==> src/rtl/spi_master_arb_if.sv <==
// Bundle of requester-side and SPI-engine-side signals for spi_master_arb.
// The arbiter connects through modport master; the requesters plus engine use modport slave.
interface spi_master_arb_if #(
  parameter int NREQ   = 2,
  parameter int DATA_W = 16,
  parameter int LEN_W  = 5,
  parameter int CS_W   = 4,
  parameter int DIV_W  = 8
);
  logic [NREQ-1:0]        req_valid;
  logic [NREQ-1:0]        req_ready;
  logic [NREQ*DATA_W-1:0] req_wdata;
  logic [NREQ*LEN_W-1:0]  req_len;
  logic [NREQ*CS_W-1:0]   req_cs;
  logic [NREQ*DIV_W-1:0]  req_div;
  logic [NREQ*3-1:0]      req_mode;
  logic [NREQ-1:0]        resp_valid;
  logic [DATA_W-1:0]      resp_rdata;
  logic                   resp_err;
  logic [LEN_W-1:0]       m_len;
  logic [CS_W-1:0]        m_cs;
  logic [DIV_W-1:0]       m_div;
  logic [2:0]             m_mode;
  logic [DATA_W-1:0]      m_wdata;
  logic                   m_start;
  logic                   m_idle;
  logic [DATA_W-1:0]      m_rdata;
  logic                   busy;

  modport master (
    input  req_valid, req_wdata, req_len, req_cs, req_div, req_mode, m_idle, m_rdata,
    output req_ready, resp_valid, resp_rdata, resp_err,
           m_len, m_cs, m_div, m_mode, m_wdata, m_start, busy
  );

  modport slave (
    output req_valid, req_wdata, req_len, req_cs, req_div, req_mode, m_idle, m_rdata,
    input  req_ready, resp_valid, resp_rdata, resp_err,
           m_len, m_cs, m_div, m_mode, m_wdata, m_start, busy
  );
endinterface

==> src/rtl/spi_master_arb.sv <==
// Round-robin arbiter/sequencer sharing one SPI master engine between NREQ requesters.
// Optional watchdog on the engine handshake is enabled by defining SPI_ARB_TIMEOUT_EN.
module spi_master_arb #(
  parameter int NREQ      = 2,
  parameter int DATA_W    = 16,
  parameter int LEN_W     = 5,
  parameter int CS_W      = 4,
  parameter int DIV_W     = 8,
  parameter int SETUP_CYC = 2,
  parameter int TIMEOUT   = 4096
) (
  input  logic              sys_clk,
  input  logic              sys_rst_n,
  spi_master_arb_if.master  bus
);

  localparam int GW = $clog2(NREQ);
  localparam int SW = $clog2(SETUP_CYC + 1);

  if (NREQ < 2 || NREQ > 8 || SETUP_CYC < 1 || TIMEOUT < 1) begin : g_param_check
    $error("spi_master_arb: parameter out of range");
  end

  typedef enum logic [2:0] {
    S_IDLE,
    S_CFG,
    S_START,
    S_WAIT_BUSY,
    S_WAIT_DONE,
    S_RESP
  } state_t;

  state_t            r_state;
  logic [GW-1:0]     r_last;
  logic [GW-1:0]     r_grant;
  logic [SW-1:0]     r_setup_cnt;
  logic [LEN_W-1:0]  r_len;
  logic [CS_W-1:0]   r_cs;
  logic [DIV_W-1:0]  r_div;
  logic [2:0]        r_mode;
  logic [DATA_W-1:0] r_wdata;
  logic [DATA_W-1:0] r_rdata;
  logic [NREQ-1:0]   r_resp_valid;
  logic              r_start;
  logic              r_busy;

`ifdef SPI_ARB_TIMEOUT_EN
  localparam int TW = $clog2(TIMEOUT + 1);
  logic [TW-1:0]     r_to_cnt;
  logic              r_err;
`endif

  logic              w_found;
  logic [GW-1:0]     w_grant;
  logic [GW:0]       w_sum;
  logic [GW:0]       w_idx;

  // Search upward from last+1, wrapping at NREQ.
  always_comb begin
    w_found = 1'b0;
    w_grant = '0;
    w_sum   = '0;
    w_idx   = '0;
    for (int unsigned k = 1; k <= NREQ; k++) begin
      w_sum = {1'b0, r_last} + (GW+1)'(k);
      w_idx = (w_sum >= (GW+1)'(NREQ)) ? w_sum - (GW+1)'(NREQ) : w_sum;
      if (!w_found && bus.req_valid[w_idx[GW-1:0]]) begin
        w_found = 1'b1;
        w_grant = w_idx[GW-1:0];
      end
    end
  end

  always_comb begin
    bus.req_ready = '0;
    if (r_state == S_IDLE && w_found) bus.req_ready[w_grant] = 1'b1;
  end

  // m_start is registered: its m_idle check is taken one cycle ahead (last CFG
  // cycle, then each START cycle) so the pulse lands inside START.
  always_ff @(posedge sys_clk) begin
    if (!sys_rst_n) begin
      r_state      <= S_IDLE;
      r_last       <= GW'(NREQ - 1);
      r_grant      <= '0;
      r_setup_cnt  <= '0;
      r_len        <= '0;
      r_cs         <= '0;
      r_div        <= '0;
      r_mode       <= '0;
      r_wdata      <= '0;
      r_rdata      <= '0;
      r_resp_valid <= '0;
      r_start      <= 1'b0;
      r_busy       <= 1'b0;
`ifdef SPI_ARB_TIMEOUT_EN
      r_to_cnt     <= '0;
      r_err        <= 1'b0;
`endif
    end else begin
      r_start      <= 1'b0;
      r_resp_valid <= '0;
      case (r_state)
        S_IDLE: begin
          if (w_found) begin
            r_grant     <= w_grant;
            r_wdata     <= bus.req_wdata[w_grant*DATA_W +: DATA_W];
            r_len       <= bus.req_len[w_grant*LEN_W +: LEN_W];
            r_cs        <= bus.req_cs[w_grant*CS_W +: CS_W];
            r_div       <= bus.req_div[w_grant*DIV_W +: DIV_W];
            r_mode      <= bus.req_mode[w_grant*3 +: 3];
            r_setup_cnt <= '0;
            r_busy      <= 1'b1;
            r_state     <= S_CFG;
          end
        end
        S_CFG: begin
          if (r_setup_cnt == SW'(SETUP_CYC - 1)) begin
            r_start <= bus.m_idle;
            r_state <= S_START;
`ifdef SPI_ARB_TIMEOUT_EN
            r_to_cnt <= '0;
`endif
          end else begin
            r_setup_cnt <= r_setup_cnt + 1'b1;
          end
        end
        S_START: begin
          if (r_start) r_state <= S_WAIT_BUSY;
          else         r_start <= bus.m_idle;
        end
        S_WAIT_BUSY: begin
          if (!bus.m_idle) r_state <= S_WAIT_DONE;
        end
        S_WAIT_DONE: begin
          if (bus.m_idle) begin
            r_rdata               <= bus.m_rdata;
            r_resp_valid[r_grant] <= 1'b1;
            r_state               <= S_RESP;
`ifdef SPI_ARB_TIMEOUT_EN
            r_err                 <= 1'b0;
`endif
          end
        end
        S_RESP: begin
          r_last  <= r_grant;
          r_busy  <= 1'b0;
          r_state <= S_IDLE;
        end
        default: begin
          r_busy  <= 1'b0;
          r_state <= S_IDLE;
        end
      endcase
`ifdef SPI_ARB_TIMEOUT_EN
      if (r_state == S_START || r_state == S_WAIT_BUSY || r_state == S_WAIT_DONE) begin
        if (r_to_cnt == TW'(TIMEOUT - 1)) begin
          r_start               <= 1'b0;
          r_rdata               <= '0;
          r_err                 <= 1'b1;
          r_resp_valid          <= '0;
          r_resp_valid[r_grant] <= 1'b1;
          r_state               <= S_RESP;
        end else begin
          r_to_cnt <= r_to_cnt + 1'b1;
        end
      end
`endif
    end
  end

  assign bus.m_len      = r_len;
  assign bus.m_cs       = r_cs;
  assign bus.m_div      = r_div;
  assign bus.m_mode     = r_mode;
  assign bus.m_wdata    = r_wdata;
  assign bus.m_start    = r_start;
  assign bus.resp_valid = r_resp_valid;
  assign bus.resp_rdata = r_rdata;
  assign bus.busy       = r_busy;
`ifdef SPI_ARB_TIMEOUT_EN
  assign bus.resp_err   = r_err;
`else
  assign bus.resp_err   = 1'b0;
`endif

endmodule

==> src/flat_wrapper.sv <==
// flat-port wrapper written by rule: the top's interface ports become plain ports
module spi_master_arb_flat 
#(
  parameter int NREQ      = 2,
  parameter int DATA_W    = 16,
  parameter int LEN_W     = 5,
  parameter int CS_W      = 4,
  parameter int DIV_W     = 8,
  parameter int SETUP_CYC = 2,
  parameter int TIMEOUT   = 4096
)
  (sys_clk, sys_rst_n, bus_req_valid, bus_req_wdata, bus_req_len, bus_req_cs, bus_req_div, bus_req_mode, bus_m_idle, bus_m_rdata, bus_req_ready, bus_resp_valid, bus_resp_rdata, bus_resp_err, bus_m_len, bus_m_cs, bus_m_div, bus_m_mode, bus_m_wdata, bus_m_start, bus_busy);
  spi_master_arb_if #(.NREQ(NREQ), .DATA_W(DATA_W), .LEN_W(LEN_W), .CS_W(CS_W), .DIV_W(DIV_W)) bus_i ();
  input  logic sys_clk;
  input  logic sys_rst_n;
  input wire logic [$bits(bus_i.req_valid)-1:0] bus_req_valid;
  input wire logic [$bits(bus_i.req_wdata)-1:0] bus_req_wdata;
  input wire logic [$bits(bus_i.req_len)-1:0] bus_req_len;
  input wire logic [$bits(bus_i.req_cs)-1:0] bus_req_cs;
  input wire logic [$bits(bus_i.req_div)-1:0] bus_req_div;
  input wire logic [$bits(bus_i.req_mode)-1:0] bus_req_mode;
  input wire logic [$bits(bus_i.m_idle)-1:0] bus_m_idle;
  input wire logic [$bits(bus_i.m_rdata)-1:0] bus_m_rdata;
  output wire logic [$bits(bus_i.req_ready)-1:0] bus_req_ready;
  output wire logic [$bits(bus_i.resp_valid)-1:0] bus_resp_valid;
  output wire logic [$bits(bus_i.resp_rdata)-1:0] bus_resp_rdata;
  output wire logic [$bits(bus_i.resp_err)-1:0] bus_resp_err;
  output wire logic [$bits(bus_i.m_len)-1:0] bus_m_len;
  output wire logic [$bits(bus_i.m_cs)-1:0] bus_m_cs;
  output wire logic [$bits(bus_i.m_div)-1:0] bus_m_div;
  output wire logic [$bits(bus_i.m_mode)-1:0] bus_m_mode;
  output wire logic [$bits(bus_i.m_wdata)-1:0] bus_m_wdata;
  output wire logic [$bits(bus_i.m_start)-1:0] bus_m_start;
  output wire logic [$bits(bus_i.busy)-1:0] bus_busy;
  assign bus_i.req_valid = bus_req_valid;
  assign bus_i.req_wdata = bus_req_wdata;
  assign bus_i.req_len = bus_req_len;
  assign bus_i.req_cs = bus_req_cs;
  assign bus_i.req_div = bus_req_div;
  assign bus_i.req_mode = bus_req_mode;
  assign bus_i.m_idle = bus_m_idle;
  assign bus_i.m_rdata = bus_m_rdata;
  assign bus_req_ready = bus_i.req_ready;
  assign bus_resp_valid = bus_i.resp_valid;
  assign bus_resp_rdata = bus_i.resp_rdata;
  assign bus_resp_err = bus_i.resp_err;
  assign bus_m_len = bus_i.m_len;
  assign bus_m_cs = bus_i.m_cs;
  assign bus_m_div = bus_i.m_div;
  assign bus_m_mode = bus_i.m_mode;
  assign bus_m_wdata = bus_i.m_wdata;
  assign bus_m_start = bus_i.m_start;
  assign bus_busy = bus_i.busy;
  spi_master_arb #(.NREQ(NREQ), .DATA_W(DATA_W), .LEN_W(LEN_W), .CS_W(CS_W), .DIV_W(DIV_W), .SETUP_CYC(SETUP_CYC), .TIMEOUT(TIMEOUT)) u_core (.sys_clk(sys_clk), .sys_rst_n(sys_rst_n), .bus(bus_i));
endmodule
==> config.mk <==
export PLATFORM = sky130hd
export DESIGN_NAME = spi_master_arb_flat
export DESIGN_NICKNAME = d
export VERILOG_FILES = /design/src/rtl/spi_master_arb_if.sv /design/src/rtl/spi_master_arb.sv /design/src/flat_wrapper.sv
export SDC_FILE = /design/constraint.sdc
export NUM_CORES = 1
export LEC_CHECK = 0
export BUFFER_PORTS_ARGS = -buffer_cell sky130_fd_sc_hd__buf_4
export CORE_ASPECT_RATIO = 0.6
export CORE_MARGIN = 5
export CORE_UTILIZATION = 44
export CTS_CLUSTER_DIAMETER = 150
export CTS_CLUSTER_SIZE = 28
export DETAILED_ROUTE_END_ITERATION = 8
export GPL_ROUTABILITY_DRIVEN = 1
export PLACE_DENSITY = 0.9
export SLEW_MARGIN = 20
export SYNTH_ARGS = -nofsm -noshare
export SYNTH_HDL_FRONTEND = slang
export SYNTH_SLANG_ARGS = --single-unit
==> constraint.sdc <==
create_clock -name sys_clk -period 1.8 [get_ports sys_clk]
set_input_delay 0.09 -clock sys_clk [delete_from_list [all_inputs] [get_ports sys_clk]]
set_output_delay 0.09 -clock sys_clk [all_outputs]
set_load 0.005 [all_outputs]
# Word level (Yosys, flattened, before mapping)
# Cells that the tools add are included.
# word_totals
in_bits	93
output_inout_bits	59
rom_bits	0
mem_bits_rw	0
latchBits	0
regBits	63
word_cells	89
mem_count	0
# classes
add_sub_neg	5
n_reduce_logical	14
bitwise	1
eq_ne	12
div_mod_pow	0
n_mux	29
multipliers	2
shift	5
order_cmp	8
# ops
cell	count
32-bit by 6-bit variable part select with 16-bit output	1
16-bit by 5-bit variable part select with 8-bit output	1
1-bit two-way mux	15
3-bit two-way mux	5
3-bit case mux with 5 select lines	1
10-bit by 5-bit variable part select with 5-bit output	1
1-bit by 2-bit less-than comparator with 1-bit output, second input constant	4
8-bit by 4-bit variable part select with 4-bit output	1
3-bit by 2-bit equality test with 1-bit output, second input constant	2
3-bit equality test, second input constant	2
2-bit two-way mux	3
2-bit by 1-bit != test with 1-bit output, second input constant	3
2-bit != test, second input constant	3
2-bit AND reduction	3
3-bit AND reduction	2
6-bit by 4-bit variable part select with 3-bit output	1
5-bit AND reduction	1
2-bit >= comparator, second input constant	2
1-bit logical AND	4
1-bit by 3-bit multiplier with 4-bit output, second input constant	1
1-bit case mux with 2 select lines	2
2-bit case mux with 2 select lines	1
4-bit OR reduction	1
3-bit by 1-bit equality test with 1-bit output, second input constant	1
12 further kinds	15

# Logic depth before layout (Yosys ltp)
# depth
ltp_word	14
ltp_mapped	6
ltp_nobuf	5

# Worst setup path before layout
# OpenSTA, ideal clock, no wires.
# synth_path
kind	register -> register
start	register u_core.r_state[1]
end	register u_core.r_div[7] (netlist: u_core.bus.m_div[7])
arrival_time_ns	1.218
path_stages_with_launch	6
setup_slack_ns	0.460
path_buffers	2
period_less_slack_ns	1.340
cell_sequence	dfxtp_1 > nor3_2 > buf_2 > buf_4 > a21oi_1 > a221o_1
# synth_between
elab_chain_cells	2
# synth_rtl
item	line_no	source
from (decl)	spi_master_arb.sv:33	state_t r_state;
from (signal assigned)	spi_master_arb.sv:83	r_state <= S_IDLE;
from (signal assigned)	spi_master_arb.sv:114	r_state <= S_CFG;
from (signal assigned)	spi_master_arb.sv:120	r_state <= S_START;
3-bit zero test	spi_master_arb.sv:103	case (r_state)
2-bit AND reduction (no source line)	n/a	
to (signal assigned)	spi_master_arb.sv:110	r_div <= bus.req_div[w_grant*DIV_W +: DIV_W];
to (decl)	spi_master_arb.sv:39	logic [DIV_W-1:0] r_div;
# Every way passes these cells.
# A chain may end at the register's enable or synchronous reset.

# Worst setup path in the final report
# layout_path
start	register u_core.r_state[0]
end	output port bus_req_ready[1]
# layout_between
elab_chain_cells	3
# layout_rtl
item	line_no	source
3-bit zero test	spi_master_arb.sv:76	if (r_state == S_IDLE && w_found) bus.req_ready[w_grant] = 1'b1;
1-bit logical AND	spi_master_arb.sv:76	
2-bit two-way mux	spi_master_arb.sv:76	
to (decl)	flat_wrapper.sv:24	output wire logic [$bits(bus_i.req_ready)-1:0] bus_req_ready;
# Every way passes these cells.

==> results.py <==
metrics = {
    "run_status": {
        "status": "finished, final reports clean",
    },
    "synthesis": {
        "syn_area_sq_mm": 0.002661,
        "synth_ff_type": "dfxtp_1",
        "yosysWarnings": 0,
        "post-synth-top-count-cell": "nand2_1",
        "syn_nets": 396,
        "synth_cell_types": 37,
        "ys_seq_area_share_pct": 47.39,
        "syn_inst": 302,
        "synth_area_leaders": "dfxtp_1 47%, a221o_1 14%, a21oi_1 11%",
        "ys_seq_elements": 63,
        "syn_avg_cell_area_sq_um": 8.812,
        "async_flop_share_pct": 0,
        "yosysTopAreaCellShare_pct": 47.39,
        "yosys.area.top_type": "dfxtp_1",
        "synth_commonest_cells": "70 x nand2_1, 63 x dfxtp_1, 58 x a21oi_1, 36 x a221o_1, 11 x buf_2",
        "synth-edff-count": 0,
    },
    "global_route": {
        "grt.busiest_layer": "met2",
        "grt_use_met1_pct": 31.03,
        "grtUsageMet2_pct": 42.74,
        "grt_pass1_wl_um": 16050,
        "antenna_found_initial": 0,
        "grt_use_met3_pct": 7.420,
        "grt_usage_pct": 25.37,
        "grt_start_max_net_pins": 28,
        "overflow": 0,
        "grt_pass1_vias": 3263,
    },
    "die": {
        "coreArea_sq_mm": 0.005728,
        "fp.dieW_um": 110.4,
        "boundaryPins": 152,
        "start_util_pct": 46.46,
        "dieHeight_um": 70.24,
        "dieArea_sq_mm": 0.007755,
        "rows": 21,
    },
    "power_and_ir_drop": {
        "power_mw": 3.588,
        "powerDensity_mw_per_mm2": 751.0,
        "peakVddDrop_mv": 0.4290,
        "total_leakage_power_nw": 2.134,
    },
    "sta": {
        "rsz0062_at_grt": "no",
        "hold_ws_ps": 13.28,
        "slew_viol_final": 0,
        "finalWorstSetupSlack_ps": 226.8,
        "setup_viol": 0,
        "fin_skew_ps": 6.149,
        "finalCritPeriodShare_pct": 87.40,
        "fin_tns_setup_ps": 0,
        "period_minus_slack_ps": 1573,
        "fmax_mhz": 635.6,
        "hold_viol_final": 0,
    },
    "setup_path": {
        "reg2reg_setup_slack_ps": 240,
        "critPathTopFamily": "flip-flops",
        "crit_top_cell": "buf_4",
        "worstReg2RegEnd": "u_core.bus.m_wdata[5]",
        "slowest_stage": "dfxtp_1",
        "reg2reg_depth": 4,
        "worstPathArrival_ps": 1480,
        "cp_cell_sequence": "nor3_4 -> buf_4 -> nand3_1 -> inv_1 -> buf_4",
        "critPathLaunchType": "flip-flop",
        "cp_slowest_stage_delay_ps": 420,
        "rr_startpoint": "u_core.r_state[0]",
        "crit_path_max_fanout": 12,
        "required_ps": 1710,
        "critical_path_class": "reg -> out",
        "crit_path_end_kind": "output port",
        "crit_buf_inv": 3,
    },
    "run": {
        "drv_cap": 0,
    },
    "route": {
        "drtIter0Drc": 259,
        "dr.pass1.iters": 5,
        "vias_per_cell": 5.340,
        "drtAntennaViolNets": 0,
        "wl_um": 10300,
        "vias": 3247,
        "drc_errors": 0,
        "wl_per_cell_um": 16.94,
    },
    "final_layout": {
        "fin_nets": 617,
        "design_area_sq_mm": 0.004778,
        "syn_to_final_growth_pct": 79.55,
        "n_antenna_cell": 0,
        "final-instance-count-excl-fill": 608,
        "postLayoutCoreUtil_pct": 83.42,
        "final_layout_size_suffix_gt1_share_pct": 34.47,
    },
    "cts": {
        "clk_pin_slew_worst_paths_ps": 70,
        "insertion_delay_ps": 330,
        "h-tree-depth": 3,
        "clock_sinks": 63,
        "cts_resized": 0,
        "cts_max_path_buffers": 2,
        "cts_buffers": 9,
        "root_buffer": "clkbuf_8",
        "cts_tree": "yes",
    },
    "hold_path": {
        "min_to": "u_core.bus.resp_rdata[2]",
        "hp-class": "in -> reg",
        "hp-start": "bus_m_rdata[2]",
        "min_path_cells": 3,
    },
    "placed_design": {
        "dp_cells": 516,
        "dp_slack_ps": 244.9,
        "dpl.hpwl_um": 6273,
        "placed_cell_area_sq_mm": 0.003827,
        "port-buffer-count": 150,
        "gp_congestion": 0.7715,
    },
}
-- area by class of cell --
type / instances / area, sq um
clock buffers: 12 / 145.1
clock inverters: 4 / 45.04
fillers: 344 / 949.7
inverters: 6 / 22.52
multi-input cells: 202 / 1205
flip-flops and latches: 63 / 1261
well taps: 80 / 100.1
repair buffers: 241 / 1999
-- layer usage --
metal | share of wire (%) | wire length (um) | vias up
li1 | - | - | 1529
met1 | 42 | 4318 | 1500
met2 | 48 | 4960 | 187
met3 | 7.4 | 760 | 31
met4 | 2.5 | 261 | 0
met5 | 0 | 0 | -
-- where the power goes --
group,total (mW),internal [mW],switching [mW]
Combinational,0.815,0.489,0.326
Sequential,1.56,1.49,0.0701
Clock,1.21,0.672,0.536
-- repair_timing --
| item | 4_1_cts | 5_1_grt |
|---|---|---|
| hold buffers | 71 | 5 |
| setup endpoints to repair | 0 | 1 |
| setup buffers | 0 | 0 |
| endpoints found under the hold margin | 38 | 5 |
-- cells in the final DEF (no fill, tap or decap), drive strengths merged, types with 2 or more instances in the layout --
cell type / count
buf: 165
dlygate4sd3: 76
nand2: 70
dfxtp: 63
a21oi: 58
a221o: 36
clkbuf: 12
inv: 6
nor2: 4
nand2b: 3
clkinv: 3
o21ai: 3
and3: 2
nand3: 2
and4: 2
or3: 2
nand3b: 2
o211ai: 2
nor3: 2
-- worst min-delay path, stage by stage --
cell and delay, ps:
buf_4 110, nand2_1 50, a21oi_1 50
-- how the worst max path moves through the flow --
stage,start,endpoint,depth (start not counted),slack [ps]
2_1_floorplan,u_core.r_state[1],u_core.bus.m_div[7],5,460
3_3_place_gp,u_core.r_state[0],u_core.bus.m_wdata[13],4,310
4_1_cts,u_core.r_state[0],bus_req_ready[1],5,160
6_report,u_core.r_state[0],bus_req_ready[1],5,230
5_1_grt,u_core.r_state[0],bus_req_ready[1],5,70
3_5_place_dp,u_core.r_state[0],u_core.bus.m_wdata[0],4,240
-- cell families (layout without fill, tap and decap cells) --
group / count (synthesis) / count (layout) / synth area share, %
compound gates: 102 / 102 / 26.42
simple gates: 96 / 96 / 16.78
flops: 63 / 63 / 47.39
buf+inv: 37 / 263 / 7.569
mux: 2 / 2 / 1.222
fa+ha+maj: 1 / 1 / 0.4701
other cells: 1 / 1 / 0.1409
-- registers in the layout, summed over array words and instances (netlist names), 2 cells and up --
register,count
u_core.bus.m_div,8
u_core.bus.m_wdata,16
u_core.bus.m_mode,3
u_core.r_setup_cnt,2
u_core.bus.m_len,5
u_core.r_state,3
u_core.bus.resp_rdata,16
u_core.bus.m_cs,4
u_core.bus.resp_valid,2
Power figures use the tool's default switching activity.
